==> config.mk <==
export PLATFORM = sky130hd
export DESIGN_NAME = alarm_clock_fsm
export DESIGN_NICKNAME = d
export VERILOG_FILES = /design/src/rtl/alarm_clock_pkg.sv /design/src/rtl/entry_timeout_counter.sv /design/src/rtl/alarm_clock_fsm.sv
export SDC_FILE = /design/constraint.sdc
export NUM_CORES = 1
export LEC_CHECK = 0
export ABC_CLOCK_PERIOD_IN_PS = 1400
export CAP_MARGIN = 15
export CORE_AREA = 2 2 39 41
export DETAILED_ROUTE_END_ITERATION = 8
export DIE_AREA = 0 0 41 43
export GPL_TIMING_DRIVEN = 0
export HOLD_SLACK_MARGIN = 0.08
export PLACE_DENSITY = 0.66
export SYNTH_ARGS = -nofsm -noshare
export SYNTH_HDL_FRONTEND = slang
export SYNTH_SLANG_ARGS = --single-unit
export TNS_END_PERCENT = 50
==> constraint.sdc <==
create_clock -name clock -period 1.4 [get_ports clock]
set_input_delay 0.28 -clock clock [delete_from_list [all_inputs] [get_ports clock]]
set_output_delay 0.28 -clock clock [all_outputs]
set_load 0.1 [all_outputs]
==> src/rtl/alarm_clock_pkg.sv <==
// Shared types and constants for the alarm clock sequencer.
package alarm_clock_pkg;

  typedef enum logic [2:0] {
    SHOW_TIME,
    SHOW_ALARM,
    KEY_STORED,
    KEY_WAITED,
    KEY_ENTRY,
    SET_ALARM_TIME,
    SET_CURRENT_TIME,
    TIMED_OUT
  } state_t;

  localparam logic [3:0] NOKEY = 4'hA;
  localparam int DEFAULT_TIMEOUT_SEC = 10;

  // True in the states where the keypad inactivity timer is running.
  function automatic logic entry_pending(input state_t s);
    return (s == KEY_WAITED) || (s == KEY_ENTRY);
  endfunction

endpackage

==> src/rtl/entry_timeout_counter.sv <==
// Counts one_second ticks during key entry; saturates and flags expiry at TIMEOUT_SEC.
module entry_timeout_counter
  import alarm_clock_pkg::*;
#(
  parameter int TIMEOUT_SEC = DEFAULT_TIMEOUT_SEC
) (
  input  logic clock,
  input  logic reset,
  input  logic enable,
  input  logic clear,
  input  logic one_second,
  output logic expired
);

  localparam int W = $clog2(TIMEOUT_SEC + 1);
  localparam logic [W-1:0] LIMIT = W'(TIMEOUT_SEC);

  logic [W-1:0] count_reg;

  always_ff @(posedge clock) begin
    if (!reset) begin
      count_reg <= '0;
    end else if (clear) begin
      count_reg <= '0;
    end else if (enable && one_second && (count_reg != LIMIT)) begin
      count_reg <= count_reg + 1'b1;
    end
  end

  assign expired = (count_reg == LIMIT);

endmodule

==> src/rtl/alarm_clock_fsm.sv <==
// Alarm clock sequencer: button/keypad decode, display select and load/shift strobes.
module alarm_clock_fsm #(
  parameter int         TIMEOUT_SEC = alarm_clock_pkg::DEFAULT_TIMEOUT_SEC,
  parameter logic [3:0] NOKEY       = alarm_clock_pkg::NOKEY
) (
  input  logic       clock,
  input  logic       reset,
  input  logic       one_second,
  input  logic       alarm_button,
  input  logic       time_button,
  input  logic [3:0] key,
  output logic       show_a,
  output logic       show_current_time,
  output logic       load_new_a,
  output logic       load_new_c,
  output logic       shift,
  output logic       timeout_err
);

  import alarm_clock_pkg::*;

  state_t state_reg;
  state_t state_next;
  logic   timer_enable;
  logic   expired;

  assign timer_enable = entry_pending(state_reg);

  entry_timeout_counter #(
    .TIMEOUT_SEC(TIMEOUT_SEC)
  ) u_timeout (
    .clock     (clock),
    .reset     (reset),
    .enable    (timer_enable),
    .clear     (!timer_enable),
    .one_second(one_second),
    .expired   (expired)
  );

  always_ff @(posedge clock) begin
    if (!reset) begin
      state_reg <= SHOW_TIME;
    end else begin
      state_reg <= state_next;
    end
  end

  always_comb begin
    state_next = state_reg;
    case (state_reg)
      SHOW_TIME: begin
        if (alarm_button)       state_next = SHOW_ALARM;
        else if (key != NOKEY)  state_next = KEY_STORED;
      end
      SHOW_ALARM: begin
        if (!alarm_button)      state_next = SHOW_TIME;
      end
      KEY_STORED:               state_next = KEY_WAITED;
      KEY_WAITED: begin
        // A key still held past the timeout does not keep the entry alive.
        if (expired)            state_next = TIMED_OUT;
        else if (key == NOKEY)  state_next = KEY_ENTRY;
      end
      KEY_ENTRY: begin
        if (alarm_button)       state_next = SET_ALARM_TIME;
        else if (time_button)   state_next = SET_CURRENT_TIME;
        else if (key != NOKEY)  state_next = KEY_STORED;
        else if (expired)       state_next = TIMED_OUT;
      end
      SET_ALARM_TIME,
      SET_CURRENT_TIME,
      TIMED_OUT:                state_next = SHOW_TIME;
      default:                  state_next = SHOW_TIME;
    endcase
  end

  // Moore decode, forced quiet while reset is held.
  always_comb begin
    show_a            = 1'b0;
    show_current_time = 1'b0;
    load_new_a        = 1'b0;
    load_new_c        = 1'b0;
    shift             = 1'b0;
    timeout_err       = 1'b0;
    if (reset) begin
      case (state_reg)
        SHOW_ALARM:       show_a = 1'b1;
        KEY_STORED: begin
          shift             = 1'b1;
          show_current_time = 1'b1;
        end
        KEY_WAITED,
        KEY_ENTRY:        show_current_time = 1'b1;
        SET_ALARM_TIME:   load_new_a = 1'b1;
        SET_CURRENT_TIME: load_new_c = 1'b1;
        TIMED_OUT:        timeout_err = 1'b1;
        default:          ;
      endcase
    end
  end

endmodule

==> results of run 1 <==
-- stage by stage --
stage          power (mW)  cell area, µm²  utilization  std cells
4_1_cts             0.603             867        0.627        106
2_1_floorplan       0.340             539            -         60
6_report            0.602             900        0.650        106
3_3_place_gp        0.389             699        0.505         90
3_5_place_dp        0.390             699        0.505         90
5_1_grt             0.635             900        0.650        106
-- worst max-delay path: cells and delay by family (launching register included) --
kind	cells	cell delay, ns
and+or+nand+nor	4	0.63
DFF	1	0.36
buffers and inverters	1	0.17
-- routing by layer --
layer / track usage / part of all wire / routed length, µm / vias to the layer above
met1: 0.228 / 0.41 / 569 / 263
met5: 0 / 0 / 0 / -
li1: - / - / - / 275
met3: 0.0681 / 0.049 / 68 / 2
met4: 0.0533 / 0.0073 / 10 / 0
met2: 0.300 / 0.53 / 728 / 19
-- cell usage after synthesis (all sizes together) --
library cell / number / area share
a211oi: 3 / 0.068
a21boi: 1 / 0.016
a21oi: 1 / 0.010
a311o: 1 / 0.021
and2: 2 / 0.026
and3b: 1 / 0.018
and4: 1 / 0.018
clkbuf: 2 / 0.016
dfxtp: 7 / 0.29
ha: 2 / 0.052
inv: 4 / 0.031
nand2: 4 / 0.031
nand2b: 2 / 0.031
nand3: 2 / 0.021
nand3b: 1 / 0.016
nand4: 1 / 0.013
nand4bb: 1 / 0.023
nor2: 9 / 0.070
nor3: 2 / 0.021
nor3b: 1 / 0.016
nor4: 1 / 0.013
nor4b: 1 / 0.018
nor4bb: 1 / 0.021
o21ai: 3 / 0.031
o22ai: 1 / 0.013
o2bb2ai: 1 / 0.018
or3b: 1 / 0.023
xnor2: 3 / 0.055
-- path summary, 6_finish.rpt --
kind / startpoint / to / slack [ns] / cells past startpoint
worst max-delay path: state_reg[2] / show_current_time / -0.28 / 5
worst min-delay path: u_timeout.count_reg[3] / u_timeout.count_reg[3] / 0.52 / 2
worst max register to register: state_reg[2] / u_timeout.count_reg[1] / -0.06 / 5
worst min register to register: u_timeout.count_reg[3] / u_timeout.count_reg[3] / 0.52 / 2
-- layout make-up --
| cell class | instances | area share |
|---|---|---|
| inverter | 4 | 0.0167 |
| timing repair buffer | 26 | 0.296 |
| buffer | 2 | 0.0278 |
| multi-input combinational | 47 | 0.438 |
| clock buffer | 4 | 0.0292 |
| sequential | 7 | 0.170 |
| tap | 16 | 0.0223 |
-- kinds of logic (layout without fill, tap and decap cells) --
| group | Yosys count | after routing | share of synthesized area |
|---|---|---|---|
| compound gates | 11 | 11 | 0.177 |
| xor+xnor | 3 | 3 | 0.0546 |
| simple gates | 31 | 31 | 0.379 |
| buf+inv | 6 | 36 | 0.0467 |
| flops | 7 | 7 | 0.291 |
| fa+ha+maj | 2 | 2 | 0.0519 |
-- where the power goes --
group / leakage [nW] / switching (mW) / internal (mW) / total, mW
Sequential: 0.0594 / 0.00643 / 0.204 / 0.211
Clock: 0.0150 / 0.0711 / 0.109 / 0.180
Combinational: 0.271 / 0.114 / 0.0975 / 0.211
Total: 0.346 / 0.192 / 0.410 / 0.602
-- timing repair --
action                                  CTS  global route
resized for setup                        60             9
buffers inserted                         12             0
cloned                                    0             0
endpoints found under the setup margin   13            12
pin swaps                                 8             3
==> results.ini, run 1 <==
[routing]
drt_iter0_markers=22
wl_per_cell_um=13.0
drt_drc_violations_left=0
ant_nets=0
via_per_inst=5.27
routed-via-count=559
wl_mm=1.38
dr.pass1.iters=4

[layout]
nets=102
n_antenna_cell=0
drive_above_1_share=0.478
final_cell_mix=11 x buf_4, 7 x clkdlybuf4s50_1, 6 x nor2_1, 5 x buf_6, 4 x inv_1
area_growth_pct=86.8
fillers=125
final_common_cell=buf_4
multi_input_area_um2=394
seq_area_um2=153
largest_reg_flops=4

[placement]
port_buffers=14
dp_slack_ns=-1.33
gp_congestion=0.776

[synth]
synth-seq-cells=7
yosysUniqueCellTypes=30
synth_fp_nets=71
synthesis.area_um2=482
synth_cells=60
ys_warn_count=0
syn_area_per_cell_um2=8.03
ys_seq_area_frac=0.291

[clock_tree]
cts_root_buffer=clkbuf_4
clk_path_buf_depth=2
cts_buffers=3
clkTransAtPathRegs_ns=0.05
clock_sinks=7
holdBufCountCts=0
insertion_delay_ns=0.25
cts_tree=yes
cts.htree.levels=1

[floorplanning]
start_util=0.348
num_rows=14
ios=15
die_height_um=43
core_area_um2=1380
die_width_um=41
die_area_um2=1760

[run_status]
outcome=finished, violations left
violations=negative setup slack

[sta]
tns_ns=-1.29
final_max_slew_viol_count=0
setup_viol=7
setup_ws_ns=-0.278
fin_crit_sh=1.20
slew_headroom=0.769
hold_slack_ns=0.519
worst_pin_slew_ns=0.342
rsz0062_at_grt=yes
max_freq_mhz=596
fin_crit_ns=1.68
hold_viol_final=0
skew_ns=0.00235

[grt]
gr-total-overflow=0
first_global_vias=514
grt_pass1_wl_mm=2.26
grt.total_usage=0.189
grt_max_degree=11
antenna_found_initial=0

[worst_setup_path]
cp_slowest_cell=or3b_4
crit_top_cell=nand2_2
crit_chain=or3b_4 > nand2_2 > nand2_2 > nand2b_4 > buf_12
critPathKind=flop to output port
cp.required_ns=1.12
critPathMaxStageDelay_ns=0.38
crit_arrival_ns=1.40
start_kind=flop
worstSetupEndpointType=output port
cp_max_fo=3

[power]
power_density_nw_per_um2=669
leakage_nw=0.346
vdd_drop_max_v=0.000599

[job]
drv_cap=0

[min_path]
holdCritPathClass=flop to flop

Power figures use the tool's default switching activity.
==> inputs of run 2 (changes only) <==
--- a/config.mk
+++ b/config.mk
@@ -13,6 +13,7 @@
 export GPL_TIMING_DRIVEN = 0
 export HOLD_SLACK_MARGIN = 0.08
 export PLACE_DENSITY = 0.66
+export SKIP_CTS_REPAIR_TIMING = 1
 export SYNTH_ARGS = -nofsm -noshare
 export SYNTH_HDL_FRONTEND = slang
 export SYNTH_SLANG_ARGS = --single-unit
==> results.ini, run 2 (same netlist as run 1, synthesis figures left out) <==
[run_status]
outcome=finished, violations left
violations=negative setup slack

[layout]
n_antenna_cell=0  ; unchanged
drive_above_1_share=0.407  ; -0.0708
finish.utilization=0.603  ; -0.0470
final_common_cell=buf_4
fin_cells=102  ; -3.8%
largest_reg_flops=4  ; unchanged
nets=98  ; -3.9%
area_growth_pct=73.2
final_area_um2=835  ; -7.2%
final_cell_mix=9 x buf_4, 8 x nor2_1, 7 x clkdlybuf4s50_1, 4 x inv_1

[sta]
fin_crit_ns=1.72  ; +0.0432 ns
setup_ws_ns=-0.321  ; -0.0432 ns
setup_viol=10  ; +3
slew_headroom=0.760  ; -0.00890
rsz0062_at_grt=yes
fin_crit_sh=1.23  ; +0.0309
worst_pin_slew_ns=0.355  ; +0.0132 ns
final_max_slew_viol_count=0  ; unchanged
hold_viol_final=0  ; unchanged
max_freq_mhz=581  ; -2.5%
skew_ns=0.00179  ; -0.000555 ns

[floorplanning]
ios=15  ; unchanged
die_height_um=43  ; unchanged
start_util=0.348  ; unchanged
core_area_um2=1380  ; unchanged
die_width_um=41  ; unchanged
num_rows=14  ; unchanged
die_area_um2=1760  ; unchanged

[routing]
wl_mm=1.21  ; -12%
drt_iter0_markers=20  ; -9.1%
wl_per_cell_um=11.8  ; -8.9%
ant_nets=0  ; unchanged
routed-via-count=532  ; -4.8%
via_per_inst=5.22  ; -1.1%
drt_drc_violations_left=0  ; unchanged
dr.pass1.iters=4  ; unchanged

[clock_tree]
clk_path_buf_depth=2  ; unchanged
clkTransAtPathRegs_ns=0.05  ; about the same
cts_tree=yes
insertion_delay_ns=0.25  ; about the same
cts.htree.levels=1  ; unchanged
clock_sinks=7  ; unchanged
cts_buffers=3  ; unchanged
cts_root_buffer=clkbuf_4

[power]
p_sw_frac=0.316  ; -0.00234
vdd_drop_max_v=0.000529  ; -12%
combPwrFrac=0.333  ; -0.018
leakage_nw=0.323  ; -6.5%
p_seq_frac=0.362  ; +0.012
p_int_mw=0.403  ; -1.7%
switchingPower_mw=0.186  ; -2.7%
power_density_nw_per_um2=707  ; +5.6%
clkPwrFrac=0.305  ; +0.006
power_mw=0.590  ; -2.0%

[worst_setup_path]
start_kind=flop
crit_chain=or3b_4 > nand2_2 > nand2_2 > nand2b_4 > buf_12
critPathKind=flop to output port
cp_max_fo=5  ; +2
critPathMaxStageDelay_ns=0.41  ; +0.03 ns
cp_slowest_cell=or3b_4
worstSetupEndpointType=output port
crit_arrival_ns=1.44  ; +0.04 ns
cp.required_ns=1.12  ; about the same
crit_top_cell=nand2_2

[min_path]
holdCritPathClass=input port to flop

[job]
drv_cap=0  ; unchanged

[placement]
gp_congestion=0.776  ; unchanged
placed_area_um2=699  ; unchanged
dp_slack_ns=-1.33  ; unchanged
port_buffers=14  ; unchanged
dpl.cell_count=90  ; unchanged

[grt]
grt_max_degree=11  ; unchanged
antenna_found_initial=0  ; unchanged
grt_pass1_wl_mm=1.86  ; -18%
gr-total-overflow=0  ; unchanged
grt.total_usage=0.151  ; -0.0382
first_global_vias=449  ; -13%

## run 2: metal layers
layer / track usage / part of all wire / vias to the layer above
met5: 0 / 0 / -
li1: - / - / 268
met3: 0.0628 / 0.061 / 0
met1: 0.206 / 0.44 / 240
met2: 0.213 / 0.50 / 24
met4: 0.0400 / 0 / 0
## run 2: stage by stage
| stage | hold slack (ns) | TNS, ns |
|---|---|---|
| global route | 0.464 | -2.23 |
| detailed placement | 0.513 | -8.08 |
| CTS | 0.526 | -8.24 |
| finish | 0.449 | -1.27 |
| floorplan | 0.402 | -3.41 |
| global placement | 0.504 | -8.02 |
## run 2: power by group through the flow
stage / clock network (mW) / registers (mW) / logic (mW)
floorplan: 0 / 0.219 / 0.121
global placement: 0 / 0.221 / 0.168
detailed placement: 0 / 0.221 / 0.168
CTS: 0.186 / 0.217 / 0.168
global route: 0.201 / 0.214 / 0.208
finish: 0.180 / 0.214 / 0.196
## run 2: path summary, 6_finish.rpt
| check | start | endpoint | slack, ns | cells after the start |
|---|---|---|---|---|
| max | state_reg[0] | show_current_time | -0.32 | 5 |
| min | reset | state_reg[2] | 0.45 | 2 |
| max reg2reg | u_timeout.count_reg[0] | state_reg[0] | -0.10 | 7 |
| min reg2reg | u_timeout.count_reg[3] | u_timeout.count_reg[3] | 0.52 | 2 |
## run 2: cell type report
| cell class | count | area (µm²) |
|---|---|---|
| multi-input cells | 47 | 380 |
| inverters | 4 | 15.0 |
| flip-flops and latches | 7 | 150 |
| repair buffers | 22 | 224 |
| well taps | 16 | 20.0 |
| plain buffers | 2 | 18.8 |
| clock buffers | 4 | 26.3 |
| fillers | 134 | 549 |
## run 2: worst max-delay path: cells and delay by family (launching register included)
| family | cells | cell delay (ns) |
|---|---|---|
| buf+inv | 1 | 0.17 |
| simple gates | 4 | 0.68 |
| flops | 1 | 0.35 |
